## src/rtl/mips_pkg.sv

```systemverilog
// Shared definitions for the 5-stage MIPS pipeline registers.
// The control bundle travels ID/EX -> EX/MEM -> MEM/WB unchanged in layout.
package mips_pkg;

  localparam int DATA_W = 32;
  localparam int REG_W  = 5;

  typedef struct packed {
    logic mem_read;
    logic mem_write;
    logic reg_write;
    logic mem_to_reg;
  } ctrl_t;

  localparam ctrl_t CTRL_NOP = '{mem_read: 1'b0, mem_write: 1'b0, reg_write: 1'b0, mem_to_reg: 1'b0};

endpackage

```

## src/rtl/execution_branch_adder.sv

```systemverilog
// Branch target adder: PC+4 plus the pre-shifted branch offset.
// Unsigned, modulo 2^DATA_W; the carry out is deliberately dropped.
module execution_branch_adder #(
  parameter int DATA_W = 32
) (
  input  logic [DATA_W-1:0] pc_plus4_i,
  input  logic [DATA_W-1:0] offset_i,
  output logic [DATA_W-1:0] target_o
);

  assign target_o = pc_plus4_i + offset_i;

endmodule

```

## src/rtl/execution_mem_pipeline_reg.sv

```systemverilog
// EX/MEM pipeline register: forms the branch target and decision, registers the
// datapath and control into MEM with stall/flush, and counts taken branches.
module execution_mem_pipeline_reg #(
  parameter int DATA_W = mips_pkg::DATA_W,
  parameter int REG_W  = mips_pkg::REG_W,
  parameter int CNT_W  = 16
) (
  input  logic              clk,
  input  logic              rst_n,
  input  logic              stall,
  input  logic              flush,
  input  logic              ex_valid,
  input  logic [DATA_W-1:0] ex_pc_plus4,
  input  logic [DATA_W-1:0] ex_shift_out,
  input  logic [DATA_W-1:0] ex_alu_result,
  input  logic              ex_alu_zero,
  input  logic [DATA_W-1:0] ex_write_data,
  input  logic [REG_W-1:0]  ex_write_reg,
  input  logic              ex_branch,
  input  logic              ex_branch_ne,
  input  logic              ex_mem_read,
  input  logic              ex_mem_write,
  input  logic              ex_reg_write,
  input  logic              ex_mem_to_reg,
  output logic              mem_valid,
  output logic [DATA_W-1:0] mem_branch_target,
  output logic              mem_pc_src,
  output logic [DATA_W-1:0] mem_alu_result,
  output logic [DATA_W-1:0] mem_write_data,
  output logic [REG_W-1:0]  mem_write_reg,
  output logic              mem_mem_read,
  output logic              mem_mem_write,
  output logic              mem_reg_write,
  output logic              mem_mem_to_reg,
  output logic [CNT_W-1:0]  taken_count
);

  import mips_pkg::*;

  localparam logic [CNT_W-1:0] CNT_MAX = {CNT_W{1'b1}};

  logic [DATA_W-1:0] target_s;
  logic              taken_s;
  ctrl_t             ex_ctrl_s;

  logic              valid_d,  valid_q;
  logic [DATA_W-1:0] target_d, target_q;
  logic              pc_src_d, pc_src_q;
  logic [DATA_W-1:0] alu_d,    alu_q;
  logic [DATA_W-1:0] wdata_d,  wdata_q;
  logic [REG_W-1:0]  wreg_d,   wreg_q;
  ctrl_t             ctrl_d,   ctrl_q;
  logic [CNT_W-1:0]  cnt_d,    cnt_q;

  execution_branch_adder #(.DATA_W(DATA_W)) u_branch_adder (
    .pc_plus4_i (ex_pc_plus4),
    .offset_i   (ex_shift_out),
    .target_o   (target_s)
  );

  // beq takes on zero, bne on non-zero; an empty slot never takes.
  assign taken_s   = ex_valid & ex_branch & (ex_alu_zero ^ ex_branch_ne);
  assign ex_ctrl_s = '{mem_read:   ex_mem_read,
                       mem_write:  ex_mem_write,
                       reg_write:  ex_reg_write,
                       mem_to_reg: ex_mem_to_reg};

  // Next-state selection: flush beats stall, stall beats capture.
  always_comb begin
    valid_d  = valid_q;
    target_d = target_q;
    pc_src_d = pc_src_q;
    alu_d    = alu_q;
    wdata_d  = wdata_q;
    wreg_d   = wreg_q;
    ctrl_d   = ctrl_q;
    cnt_d    = cnt_q;
    if (flush) begin
      valid_d  = 1'b0;
      target_d = '0;
      pc_src_d = 1'b0;
      alu_d    = '0;
      wdata_d  = '0;
      wreg_d   = '0;
      ctrl_d   = CTRL_NOP;
    end else if (!stall) begin
      valid_d  = ex_valid;
      target_d = target_s;
      pc_src_d = taken_s;
      alu_d    = ex_alu_result;
      wdata_d  = ex_write_data;
      wreg_d   = ex_write_reg;
      ctrl_d   = ex_valid ? ex_ctrl_s : CTRL_NOP;
      if (taken_s && (cnt_q != CNT_MAX)) begin
        cnt_d = cnt_q + CNT_W'(1);
      end else begin
        cnt_d = cnt_q;
      end
    end else begin
      valid_d  = valid_q;
      cnt_d    = cnt_q;
    end
  end

  // MEM-stage state register.
  always_ff @(posedge clk or negedge rst_n) begin
    if (!rst_n) begin
      valid_q  <= 1'b0;
      target_q <= '0;
      pc_src_q <= 1'b0;
      alu_q    <= '0;
      wdata_q  <= '0;
      wreg_q   <= '0;
      ctrl_q   <= CTRL_NOP;
      cnt_q    <= '0;
    end else begin
      valid_q  <= valid_d;
      target_q <= target_d;
      pc_src_q <= pc_src_d;
      alu_q    <= alu_d;
      wdata_q  <= wdata_d;
      wreg_q   <= wreg_d;
      ctrl_q   <= ctrl_d;
      cnt_q    <= cnt_d;
    end
  end

  assign mem_valid         = valid_q;
  assign mem_branch_target = target_q;
  assign mem_pc_src        = pc_src_q;
  assign mem_alu_result    = alu_q;
  assign mem_write_data    = wdata_q;
  assign mem_write_reg     = wreg_q;
  assign mem_mem_read      = ctrl_q.mem_read;
  assign mem_mem_write     = ctrl_q.mem_write;
  assign mem_reg_write     = ctrl_q.reg_write;
  assign mem_mem_to_reg    = ctrl_q.mem_to_reg;
  assign taken_count       = cnt_q;

endmodule

```

## config.mk

```make
export PLATFORM = sky130hd
export DESIGN_NAME = execution_mem_pipeline_reg
export DESIGN_NICKNAME = d
export VERILOG_FILES = /design/src/rtl/mips_pkg.sv /design/src/rtl/execution_branch_adder.sv /design/src/rtl/execution_mem_pipeline_reg.sv
export SDC_FILE = /design/constraint.sdc
export NUM_CORES = 1
export LEC_CHECK = 0
export CAP_MARGIN = 20
export CELL_PAD_IN_SITES_DETAIL_PLACEMENT = 1
export CELL_PAD_IN_SITES_GLOBAL_PLACEMENT = 1
export CORE_MARGIN = 3
export CORE_UTILIZATION = 34
export CTS_BUF_LIST = sky130_fd_sc_hd__clkbuf_2 sky130_fd_sc_hd__clkbuf_4 sky130_fd_sc_hd__clkbuf_8
export CTS_CLUSTER_DIAMETER = 80
export DETAILED_ROUTE_END_ITERATION = 8
export HOLD_SLACK_MARGIN = 0.12
export PLACE_DENSITY = 0.94
export SLEW_MARGIN = 20
export SYNTH_ARGS = -nofsm -noshare
export SYNTH_HDL_FRONTEND = slang
export SYNTH_HIERARCHICAL = 1
export SYNTH_SLANG_ARGS = --single-unit
```

## constraint.sdc

```tcl
create_clock -name clk -period 1.93 [get_ports clk]
set_input_delay 0.193 -clock clk [delete_from_list [all_inputs] [get_ports clk]]
set_output_delay 0.193 -clock clk [all_outputs]
set_load 0.01 [all_outputs]
```

==> impl_metrics.py <==
metrics = {
    "run_status": {
        "outcome": "finished, violations left",
        "violations": "negative setup slack",
    },
    "power_and_ir_drop": {
        "vdd_drop_max_mv": 0.3876,
        "p_switching_w": 0.002659,
        "sw_frac_of_total_pct": 32.09,
        "static-leakage-power_nw": 5.482,
        "pwr-share-comb_pct": 33.0,
        "p_int_w": 0.005628,
        "power_frac_clock_pct": 31.8,
        "seq_power_share_pct": 35.2,
        "cellPowerDensity_nw_per_um2": 697.4,
    },
    "worst_setup_path": {
        "startpoint_type": "primary input",
        "r2r_end": "taken_count[12]",
        "critPathArrivalTime_ns": 2.45,
        "crit_end": "mem_branch_target[31]",
        "r2r_setup_slack_ns": 0.13,
        "crit_required_ns": 2.24,
        "reg2reg_depth": 6,
        "critical_path.max_stage_delay_ns": 0.39,
        "end_kind": "flip-flop",
        "critical-path-top-delay-family": "compound AO/OA/AOI/OAI gates",
        "crit_path_top_delay_cell": "o311a_1",
        "path_max_fanout": 3,
        "critical_path_depth": 11,
        "r2r-start": "taken_count[1]",
        "crit_start": "ex_shift_out[9]",
        "crit_buf_inv": 1,
        "crit_chain": "buf_2 > ha_4 > and3_4 > o211ai_1 > o21bai_4 > a22oi_4 > a311oi_4 > o311a_1 > or3_1 > mux2i_1 > nor2_1",
        "path_class": "primary input to flip-flop",
    },
    "timing": {
        "rsz0062_at_grt": "yes",
        "maxSlewViolCount": 0,
        "worst_pin_slew_ns": 0.8090,
        "setup_viol": 10,
        "fin_crit_sh_pct": 110.5,
        "worst_slack_ns": -0.2017,
        "hold_viol": 0,
        "fin_crit_ns": 2.132,
        "slew_headroom_pct": 46.07,
        "skew_ns": 0.01913,
        "fmaxAchievable_mhz": 469.1,
    },
    "routing": {
        "dr.first_iter.drc_count": 287,
        "antenna_left": 0,
        "drt_wl_total_um": 30250,
        "wl_met2_um": 16180,
        "drc": 0,
        "dr_wl_met3_um": 1652,
        "firstDrtPassIters": 4,
        "num_vias": 7029,
        "wire_per_inst_um": 22.69,
        "dr.max_layer_used": "met4",
        "wirelength_met1_um": 11010,
        "via_per_inst": 5.273,
    },
    "floorplan": {
        "ioPinCount": 268,
        "core-area_um2": 19780,
        "rows": 51,
        "die_w_um": 148.9,
        "die_y_um": 148.9,
        "die-area_um2": 22160,
        "start_util_pct": 35.07,
    },
    "cts": {
        "clk_path_buf_depth": 2,
        "clkLatencyLatePin_ns": 0.46,
        "htree_levels": 4,
        "clock-sinks": 123,
        "clk_pin_slew_ns": 0.09,
        "cts_tree": "done",
        "numCtsBuffers": 17,
        "cts_root_buf": "clkbuf_8",
    },
    "synthesis": {
        "synth_edf_count": 0,
        "synth-seq-area-share_pct": 44.36,
        "ys_warn_count": 6,
        "synth_area_per_cell_um2": 10.28,
        "syn-cell-area_um2": 6938,
        "synth_most_common_cell": "nor2_1",
        "synth_top_area_share_pct": 44.36,
        "yosysUniqueCellTypes": 68,
        "synth_seq_cells": 123,
        "synthCells": 675,
        "synth_top_cell_by_area": "dfrtp_1",
        "ys_async_sr_fraction_pct": 100.0,
        "synth_area_leaders": "dfrtp_1 (44%), mux2i_1 (15%), nor2_1 (6.8%)",
        "syn_nets": 853,
        "synth_commonest_cells": "nor2_1 (125), dfrtp_1 (123), mux2i_1 (104)",
        "ys.flop_type": "dfrtp_1",
    },
    "cells_and_area": {
        "n_antenna_cell": 0,
        "fillers": 2069,
        "multi_input_area_um2": 4377,
        "final_layout_size_suffix_gt1_share_pct": 27.53,
        "syn_to_final_growth_pct": 71.27,
        "final_nets": 1233,
        "fin_cells": 1333,
        "seq_area_um2": 3078,
    },
    "global_route": {
        "grt_usage_pct": 26.53,
        "grt.overflow.total": 0,
        "grt_first_pass_wirelength_um": 45900,
        "antenna_found_initial": 0,
        "grt_max_degree": 112,
        "grt_pass1_vias": 8081,
    },
    "place": {
        "port_buffers": 267,
        "dp_cells": 1275,
        "gp_congestion": 0.8671,
        "hpwl_um": 20630,
        "dp_slack_ns": -0.9443,
    },
    "worst_hold_path": {
        "hp-class": "primary input to flip-flop",
    },
    "run": {
        "maxCapViolCount": 0,
    },
}
[kinds of logic after synthesis]
logic type	count (synthesis)	synth area share, %
AOI/OAI and AO/OA	110	11.13
DFF	123	44.36
buffers and inverters	45	2.813
muxes	107	15.55
xor gates and xnor gates	39	5.032
adders and majority gates	33	6.059
and+or+nand+nor	218	15.06
[worst min-delay path by stage]
stage	startpoint	to	depth (start not counted)
6_report	ex_shift_out[0]	mem_branch_target[0]	4
5_1_grt	ex_shift_out[0]	mem_branch_target[0]	4
4_1_cts	ex_pc_plus4[0]	mem_branch_target[0]	4
3_5_place_dp	rst_n	mem_write_data[22]	1
3_3_place_gp	rst_n	mem_write_data[26]	1
2_1_floorplan	rst_n	mem_alu_result[0]	0
[routing by layer]
layer	up-vias	global-route usage (%)
li1	3154	-
met1	3499	28.23
met2	286	50.22
met3	90	5.743
met4	0	11.44
met5	-	0
[what timing repair did]
item,in CTS,in global routing
gates resized for setup,200,37
setup buffers,17,8
endpoints found under the setup margin,20,17
pin swaps,77,27
hold buffers,1,0
hold endpoints to repair,123,0
[power by group through the flow]
stage	clock [W]	sequential (W)	combinational [W]
global route	0.00282	0.00293	0.00291
global placement	0	0.00293	0.00225
CTS	0.00269	0.00291	0.00257
finish	0.00264	0.00292	0.00274
detailed placement	0	0.00295	0.00237
floorplan	0	0.00302	0.000955
[cell type report]
class | instances | area share, %
multi-input cells | 507 | 36.83
clock inverters | 15 | 1.790
inverters | 9 | 0.2843
well taps | 265 | 2.790
repair buffers | 397 | 30.43
flip-flops and latches | 123 | 25.90
clock buffers | 17 | 1.969
[worst min-delay path, cell delays in order]
cell and delay [ns]:
buf_6 0.07, ha_4 0.11, mux2i_1 0.06, nor2_1 0.10
[metrics by stage]
stage	utilization, %	hold WS [ns]	instance area, um2	TNS (ns)	total power [W]
detailed placement	54.44	0.1204	10770	-18.45	0.005323
global route	60.07	0.1593	11880	-1.233	0.008661
finish	60.07	0.1628	11880	-0.6719	0.008287
global placement	54.44	0.1147	10770	-14.77	0.005180
floorplan	-	-0.1026	7111	-0.9309	0.003972
CTS	59.01	0.1418	11670	-0.02360	0.008170
[cells in the final DEF, fill, tap and decap left out, types with 14 or more instances in the layout]
cell type	count
buf_4	121
nand2_1	22
nor2_1	122
buf_6	14
dlygate4sd2_1	30
a21oi_1	16
clkdlybuf4s50_1	206
xor2_1	24
ha_4	28
mux2i_1	104
a21o_1	19
buf_2	14
clkbuf_8	17
dfrtp_1	123
Power figures use the tool's default switching activity.
